--- src/rtl/wb_sdram_port_arb.sv ---
`default_nettype none
// ============================================================================
// Module   : wb_sdram_port_arb
// Purpose  : Arbitrates WB_PORTS 32-bit Wishbone slaves onto the 16-bit SDRAM
//            access interface, splitting each access into two big-endian
//            halfword beats. SDRAM_ARB_FIXED_PRIO_EN selects fixed priority.
// Revision : 1.0 - initial release
// ============================================================================
module wb_sdram_port_arb #(
    parameter int WB_PORTS  = 3,
    parameter int ADR_WIDTH = 32
) (
    input  logic                    sdram_clk,
    input  logic                    sdram_rst,
    input  logic [WB_PORTS*32-1:0]  wb_adr_i,
    input  logic [WB_PORTS-1:0]     wb_stb_i,
    input  logic [WB_PORTS-1:0]     wb_cyc_i,
    input  logic [WB_PORTS-1:0]     wb_we_i,
    input  logic [WB_PORTS*4-1:0]   wb_sel_i,
    input  logic [WB_PORTS*32-1:0]  wb_dat_i,
    output logic [WB_PORTS*32-1:0]  wb_dat_o,
    output logic [WB_PORTS-1:0]     wb_ack_o,
    input  logic                    sdram_if_idle_i,
    output logic [ADR_WIDTH-1:0]    sdram_if_adr_o,
    output logic [15:0]             sdram_if_dat_o,
    input  logic [15:0]             sdram_if_dat_i,
    output logic [1:0]              sdram_if_sel_o,
    output logic                    sdram_if_acc_o,
    output logic                    sdram_if_we_o,
    input  logic                    sdram_if_ack_i,
    output logic [WB_PORTS-1:0]     grant_o
);

    localparam int PW = (WB_PORTS > 1) ? $clog2(WB_PORTS) : 1;

    typedef enum logic [1:0] {S_IDLE, S_HI, S_LO, S_ACK} state_t;

    state_t                 state_q, state_d;
    logic [29:0]            adr_q;
    logic                   we_q;
    logic [3:0]             sel_q;
    logic [31:0]            dat_q;
    logic [15:0]            hi_q;
    logic [31:0]            word_q;
    logic [WB_PORTS-1:0]    grant_q;

    logic [WB_PORTS-1:0]    w_req;
    logic                   w_any;
    logic [PW-1:0]          w_win;
    logic [31:0]            w_hw_adr;

    assign w_req = wb_cyc_i & wb_stb_i;

`ifdef SDRAM_ARB_FIXED_PRIO_EN
    always_comb begin
        w_any = 1'b0;
        w_win = '0;
        for (int i = WB_PORTS - 1; i >= 0; i--) begin
            if (w_req[i]) begin
                w_any = 1'b1;
                w_win = PW'(i);
            end
        end
    end
`else
    logic [PW-1:0]          ptr_q;
    logic [PW-1:0]          port_q;

    // Search starts one past the last granted port and wraps.
    always_comb begin
        w_any = 1'b0;
        w_win = '0;
        for (int i = 0; i < WB_PORTS; i++) begin
            if (!w_any && w_req[(int'(ptr_q) + 1 + i) % WB_PORTS]) begin
                w_any = 1'b1;
                w_win = PW'((int'(ptr_q) + 1 + i) % WB_PORTS);
            end
        end
    end

    always_ff @(posedge sdram_clk) begin
        if (sdram_rst) begin
            ptr_q  <= '0;
            port_q <= '0;
        end else if (state_q == S_IDLE && w_any && sdram_if_idle_i) begin
            port_q <= w_win;
        end else if (state_q == S_ACK) begin
            ptr_q  <= port_q;
        end
    end
`endif

    always_ff @(posedge sdram_clk) begin
        if (sdram_rst) state_q <= S_IDLE;
        else           state_q <= state_d;
    end

    always_comb begin
        state_d        = state_q;
        w_hw_adr       = '0;
        sdram_if_dat_o = '0;
        sdram_if_sel_o = '0;
        sdram_if_acc_o = 1'b0;
        sdram_if_we_o  = 1'b0;
        wb_ack_o       = '0;
        case (state_q)
            S_IDLE: if (w_any && sdram_if_idle_i) state_d = S_HI;
            S_HI: begin
                w_hw_adr       = {adr_q, 2'b00};
                sdram_if_dat_o = dat_q[31:16];
                sdram_if_sel_o = sel_q[3:2];
                sdram_if_acc_o = 1'b1;
                sdram_if_we_o  = we_q;
                if (sdram_if_ack_i) state_d = S_LO;
            end
            S_LO: begin
                w_hw_adr       = {adr_q, 2'b10};
                sdram_if_dat_o = dat_q[15:0];
                sdram_if_sel_o = sel_q[1:0];
                sdram_if_acc_o = 1'b1;
                sdram_if_we_o  = we_q;
                if (sdram_if_ack_i) state_d = S_ACK;
            end
            S_ACK: begin
                wb_ack_o = grant_q;
                state_d  = S_IDLE;
            end
            default: state_d = S_IDLE;
        endcase
    end

    // Read word is committed only on the final beat so wb_dat_o never shows a half-updated value.
    always_ff @(posedge sdram_clk) begin
        if (sdram_rst) begin
            adr_q   <= '0;
            we_q    <= 1'b0;
            sel_q   <= '0;
            dat_q   <= '0;
            hi_q    <= '0;
            word_q  <= '0;
            grant_q <= '0;
        end else begin
            case (state_q)
                S_IDLE: if (w_any && sdram_if_idle_i) begin
                    adr_q   <= wb_adr_i[int'(w_win)*32+2 +: 30];
                    we_q    <= wb_we_i[w_win];
                    sel_q   <= wb_sel_i[int'(w_win)*4 +: 4];
                    dat_q   <= wb_dat_i[int'(w_win)*32 +: 32];
                    grant_q <= WB_PORTS'(1) << w_win;
                end
                S_HI: if (sdram_if_ack_i && !we_q) hi_q <= sdram_if_dat_i;
                S_LO: if (sdram_if_ack_i && !we_q) word_q <= {hi_q, sdram_if_dat_i};
                S_ACK: grant_q <= '0;
                default: ;
            endcase
        end
    end

    assign wb_dat_o = {WB_PORTS{word_q}};
    assign grant_o  = grant_q;

    generate
        if (ADR_WIDTH == 32) begin : g_adr_eq
            assign sdram_if_adr_o = w_hw_adr;
        end else if (ADR_WIDTH > 32) begin : g_adr_ext
            assign sdram_if_adr_o = {{(ADR_WIDTH-32){1'b0}}, w_hw_adr};
        end else begin : g_adr_trunc
            assign sdram_if_adr_o = w_hw_adr[ADR_WIDTH-1:0];
        end
    endgenerate

endmodule
`default_nettype wire

--- config.mk ---
export PLATFORM = sky130hd
export DESIGN_NAME = wb_sdram_port_arb
export DESIGN_NICKNAME = d
export VERILOG_FILES = /design/src/rtl/wb_sdram_port_arb.sv
export SDC_FILE = /design/constraint.sdc
export NUM_CORES = 1
export LEC_CHECK = 0
export BUFFER_PORTS_ARGS = -buffer_cell sky130_fd_sc_hd__buf_4
export CAP_MARGIN = 30
export CORE_UTILIZATION = 26
export CTS_CLUSTER_DIAMETER = 200
export DETAILED_ROUTE_END_ITERATION = 10
export PLACE_DENSITY = 0.56
export SYNTH_ARGS = -nofsm -noshare
export SYNTH_HDL_FRONTEND = slang
export SYNTH_SLANG_ARGS = --single-unit
--- constraint.sdc ---
create_clock -name sdram_clk -period 3.3 [get_ports sdram_clk]
set_clock_uncertainty 0.15 [all_clocks]
set_input_delay 0.66 -clock sdram_clk [delete_from_list [all_inputs] [get_ports sdram_clk]]
set_output_delay 0.66 -clock sdram_clk [all_outputs]
set_load 0.02 [all_outputs]
* After elaboration in Yosys (flattened, before gate mapping)
Index checks and enable logic that the tools add are counted.
** Storage, ports and cells
- Word-level logic and storage cells :: 80
- Flip-flop bits (word level) :: 124
- Bits of input ports :: 233
- Output and inout bits :: 154
** Cells by class
- Bitwise logic cells :: 2
- Mux-type cells :: 29
- Divide/modulo/power cells :: 3
- Add/sub/neg operators :: 4
- $lt $le $gt $ge :: 4
- Reduce and logical (&&, ||, !) cells :: 18
- Shift-type cells :: 4
- Equal/unequal tests :: 6
** Operator list (count)
- 32-bit by 4-bit less-than comparator with 1-bit output (second input constant) :: 3
- 32-bit by 3-bit remainder unit with 32-bit output (second input constant) :: 3
- 96-bit by 8-bit variable part select with 32-bit output :: 1
- 96-bit by 9-bit variable part select with 30-bit output :: 1
- 32-bit one-hot mux with 2 select lines :: 1
- 32-bit by 2-bit adder with 32-bit output (second input constant) :: 1
- 16-bit one-hot mux with 2 select lines :: 1
- 1-bit 2-to-1 mux :: 12
- 2-bit 2-to-1 mux :: 6
- 12-bit by 5-bit variable part select with 4-bit output :: 1
- 2-bit AND reduction :: 5
- 7-bit by 2-bit adder with 8-bit output (second input constant) :: 1
- 1-bit binary-select mux with 2-bit select :: 4
- 2-bit one-hot mux with 4 select lines :: 1
- 1-bit logical AND :: 6
- 3-bit 2-to-1 mux :: 2
- 3-bit one-hot mux with 2 select lines :: 1
- 3-bit by 2-bit adder with 4-bit output (second input constant) :: 1
- 2-bit == test (second input constant) :: 2
- 2-bit != test (second input constant) :: 2
- 2-bit one-hot mux with 2 select lines :: 1
- 2-bit by 1-bit adder with 3-bit output (second input constant) :: 1
- 3-bit AND :: 1
- 1-bit logical NOT :: 3
- other kinds (9) :: 9

* Longest topological paths before layout
- Depth in word-level cells :: 16
- Mapped depth :: 10
- Mapped depth without buffers :: 7

* Worst setup path after synthesis
Ideal clock, no wire load.
- Path kind :: flip-flop to output port
- Start point :: register state_q[0]
- End point :: output port sdram_if_dat_o[10]
- Setup slack :: 859 ps
- Required time :: 2490 ps
- Cell stages (with the launch flop) :: 6
- Path buffers :: 2
- Arrival :: 1631 ps
- Cell sequence :: dfxtp_1 -> inv_1 -> ha_1 -> clkbuf_1 -> clkbuf_1 -> nor2b_1
** On the way
- Word-level cells in the longest chain between the ends :: 2
- Elaborated cells on any way between the ends :: 3
- Classes of those cells :: eq/ne (2); mux (1)
** Ends and longest elaborated chain
- start, declared :: RTL line 38 : state_t state_q, state_d;
- start signal, assigned :: RTL line 95 : else state_q <= state_d;
- 2-bit == test / 2-bit by 1-bit == test with 1-bit output (equally long branches) :: RTL line 106 : case (state_q)
- 16-bit one-hot mux with 2 select lines * :: RTL line 106
- end, declared :: RTL line 25 : output logic [15:0] sdram_if_dat_o,
Every way passes the cells marked *; elsewhere a longest branch is shown, timed or not.

* Final worst setup path
- Start point :: register state_q[1]
- End point :: output port sdram_if_adr_o[5]
** On the way
- Word-level cells in the longest chain between the ends :: 2
- Elaborated cells on any way between the ends :: 3
- Classes of those cells :: eq/ne (2); mux (1)
** Ends and longest elaborated chain
- 2-bit == test / 2-bit by 1-bit == test with 1-bit output (equally long branches) :: RTL line 106
- 32-bit one-hot mux with 2 select lines * :: RTL line 106
- end, declared :: RTL line 24 : output logic [ADR_WIDTH-1:0] sdram_if_adr_o,
Marks and branches as above.

==> flow_metrics.env <==
export IMPL_crit_top_cell="buf_4"
export IMPL_instances_no_fill=1362
export IMPL_cp_depth=6
export IMPL_grt_overflow=0
export IMPL_dp_hpwl_mm=17.07
export IMPL_finish_instance_area_sq_um=9532
export IMPL_avgSynthCellArea_sq_um=8.351
export IMPL_worstSetupPathType="reg -> out"
export IMPL_place_ws_ns=0.5792
export IMPL_postRouteAntennaNets=0
export IMPL_hold_depth=2
export IMPL_grtUsageTotal_pct=18.59
export IMPL_synth_most_common_cell="dfxtp_1"
export IMPL_ctsLongestPathBuffers=2
export IMPL_ys_ff_latch=124
export IMPL_relSlewSlack_pct=56.28
export IMPL_rows=56
export IMPL_critPathTopFamily="buffers and inverters"
export IMPL_portBuffers=379
export IMPL_status="finished clean"
export IMPL_peakVddDrop_mv=0.2661
export IMPL_crit_path_max_fanout=30
export IMPL_yosys_cell_types_count=39
export IMPL_power_frac_clock_pct=35.3
export IMPL_drc=0
export IMPL_drt_iter0_markers=508
export IMPL_seqPwrFrac_pct=33.7
export IMPL_crit_arrival_ns=1.95
export IMPL_wl_mm=23.67
export IMPL_ys_seq_area_share_pct=39.47
export IMPL_hp_class="reg -> reg"
export IMPL_die_area_sq_um=24810
export IMPL_rsz0062_at_grt="no"
export IMPL_numCtsBuffers=17
export IMPL_period_share_pct=83.70
export IMPL_cts_clk_slew_worst_paths_ns=0.06
export IMPL_fin_tns_setup_ns=0
export IMPL_grt_pass1_wl_mm=34.76
export IMPL_antenna_found_initial=1
export IMPL_synth_top_area_share_pct=39.47
export IMPL_cts_htree_levels=4
export IMPL_pin_count=387
export IMPL_synth_edf_count=0
export IMPL_slew_violations=0
export IMPL_p_leak_nw=4.013
export IMPL_async_flop_share_pct=0
export IMPL_root_buffer="clkbuf_16"
export IMPL_slowest_stage="dfxtp_1"
export IMPL_vias=6614
export IMPL_synth_area_sq_um=6289
export IMPL_ff2ff_path_depth=8
export IMPL_cp_num_buf_inv=3
export IMPL_setup_violations=0
export IMPL_gp_congestion=0.7375
export IMPL_critPathLaunchType="register"
export IMPL_first_pass_iters=8
export IMPL_viasPerCell=4.856
export IMPL_path_cells="inv_1 > ha_1 > nor2b_1 > buf_4 > and2_1 > buf_4"
export IMPL_dpl_instance_area_sq_um=8920
export IMPL_min_period_ns=2.762
export IMPL_drive_gt1_share_pct=41.40
export IMPL_synth_top_flop_cell="dfxtp_1"
export IMPL_max_stage_delay_ns=0.40
export IMPL_grt_pass1_vias=6121
export IMPL_grt_max_degree=84
export IMPL_die_h_um=157.5
export IMPL_hold_buffers=0
export IMPL_clock_sinks=124
export IMPL_powerDensity_nw_per_um2=577.8
export IMPL_post_cts_resized=0
export IMPL_power_internal_mw=3.605
export IMPL_synth_nets=993
export IMPL_maxCapViolCount=0
export IMPL_synth_top_cell_by_area="dfxtp_1"
export IMPL_critPathRequiredTime_ns=2.49
export IMPL_hold_viol=0
export IMPL_worstSkewPairLatency_ns=0.42
export IMPL_p_comb_share_pct=31.0
export IMPL_synth_area_leaders="dfxtp_1, a222oi_1, buf_4"
export IMPL_fmax_ghz=0.3620
export IMPL_layout_nets=1268
export IMPL_wl_per_cell_um=17.38
export IMPL_p_total_mw=5.507
export IMPL_finish_utilization_pct=40.37
export IMPL_cts_tree="done"
export IMPL_cts_setup_buffers=0
export IMPL_setup_slack_ns=0.5379
export IMPL_netlist_top_cells_count="dfxtp_1, nand2_1, nor2_1"
export IMPL_floorplan_initialDensity_pct=26.63
export IMPL_critPathCaptureType="output pin"
export IMPL_whs_ns=0.3000
export IMPL_area_delta_synth_final_pct=51.57
export IMPL_die_w_um=157.5
export IMPL_syn_inst=753
export IMPL_ys_warn_count=0
export IMPL_placedCellCount=1328
export IMPL_sw_frac_of_total_pct=34.53
export IMPL_core_area_sq_um=23610
export IMPL_tightest_slew_ns=0.6558
export IMPL_p_switching_mw=1.902
-- placed cells by master, fill, tap and decap left out, types with 3 or more instances in the layout --
cell type,count
inv_6,4
inv_1,6
nand2_1,105
ha_1,7
a222oi_1,67
a21oi_1,53
a211oi_1,67
nor3_1,4
nor2b_1,20
mux2i_1,4
dfxtp_1,124
buf_4,388
clkbuf_16,17
o21ai_0,5
and2_1,36
inv_8,4
a22oi_1,19
buf_12,5
clkinv_4,3
nor2_1,77
-- layout make-up --
type,instances,area (sq um)
repair buffers,393,3013
inverters,6,22.52
multi-input cells,486,3003
diodes,2,5.005
fillers,2391,14080
clock inverters,15,181.4
clock buffers,17,425.4
flip-flops and latches,124,2482
well taps,319,399.1
-- sequential cells by signal, indices dropped and copies added, names as in the netlist, 3 cells and up --
signal / flops
hi_q: 16
dat_q: 32
word_q: 32
sel_q: 4
adr_q: 30
grant_o: 3
-- worst register-to-register path: cells and delay by family, from the launching register on --
kind	cells	cell delay [ns]
buf+inv	2	0.34
simple gates	2	0.23
fa+ha+maj	1	0.39
compound gates	3	1.04
flops	1	0.36
-- metal layers --
metal	vias to the layer above	routed length, um	share of wire (%)	global-route usage [%]
met5	-	0	0	0
met3	17	2033	8.6	6.608
met1	3067	9534	40	21.12
met4	0	280	1.2	5.039
li1	3256	-	-	-
met2	274	11820	50	32.68
-- cells by family (layout without fill, tap and decap cells) --
group	count (synthesis)	in the layout	synth area share (%)
simple gates	251	251	17.85
compound gates	222	222	27.20
buf+inv	143	431	13.21
flops	124	124	39.47
fa+ha+maj	8	8	1.572
mux	4	4	0.6367
other cells	1	3	0.05963
-- power by group through the flow --
stage / Sequential [mW] / Combinational, mW / Clock, mW
CTS: 1.86 / 1.73 / 2.00
floorplan: 1.87 / 1.09 / 0
detailed placement: 1.89 / 1.73 / 0
global route: 1.89 / 1.88 / 2.07
global placement: 1.88 / 1.71 / 0
finish: 1.86 / 1.71 / 1.94
-- final timing paths --
check,startpoint,end,slack (ns)
worst min register to register,hi_q[8],word_q[24],0.30
worst min-delay path,hi_q[8],word_q[24],0.30
worst max-delay path,state_q[1],sdram_if_adr_o[5],0.54
worst max register to register,ptr_q[0],dat_q[18],0.64
(Power assumes the default switching activity.)
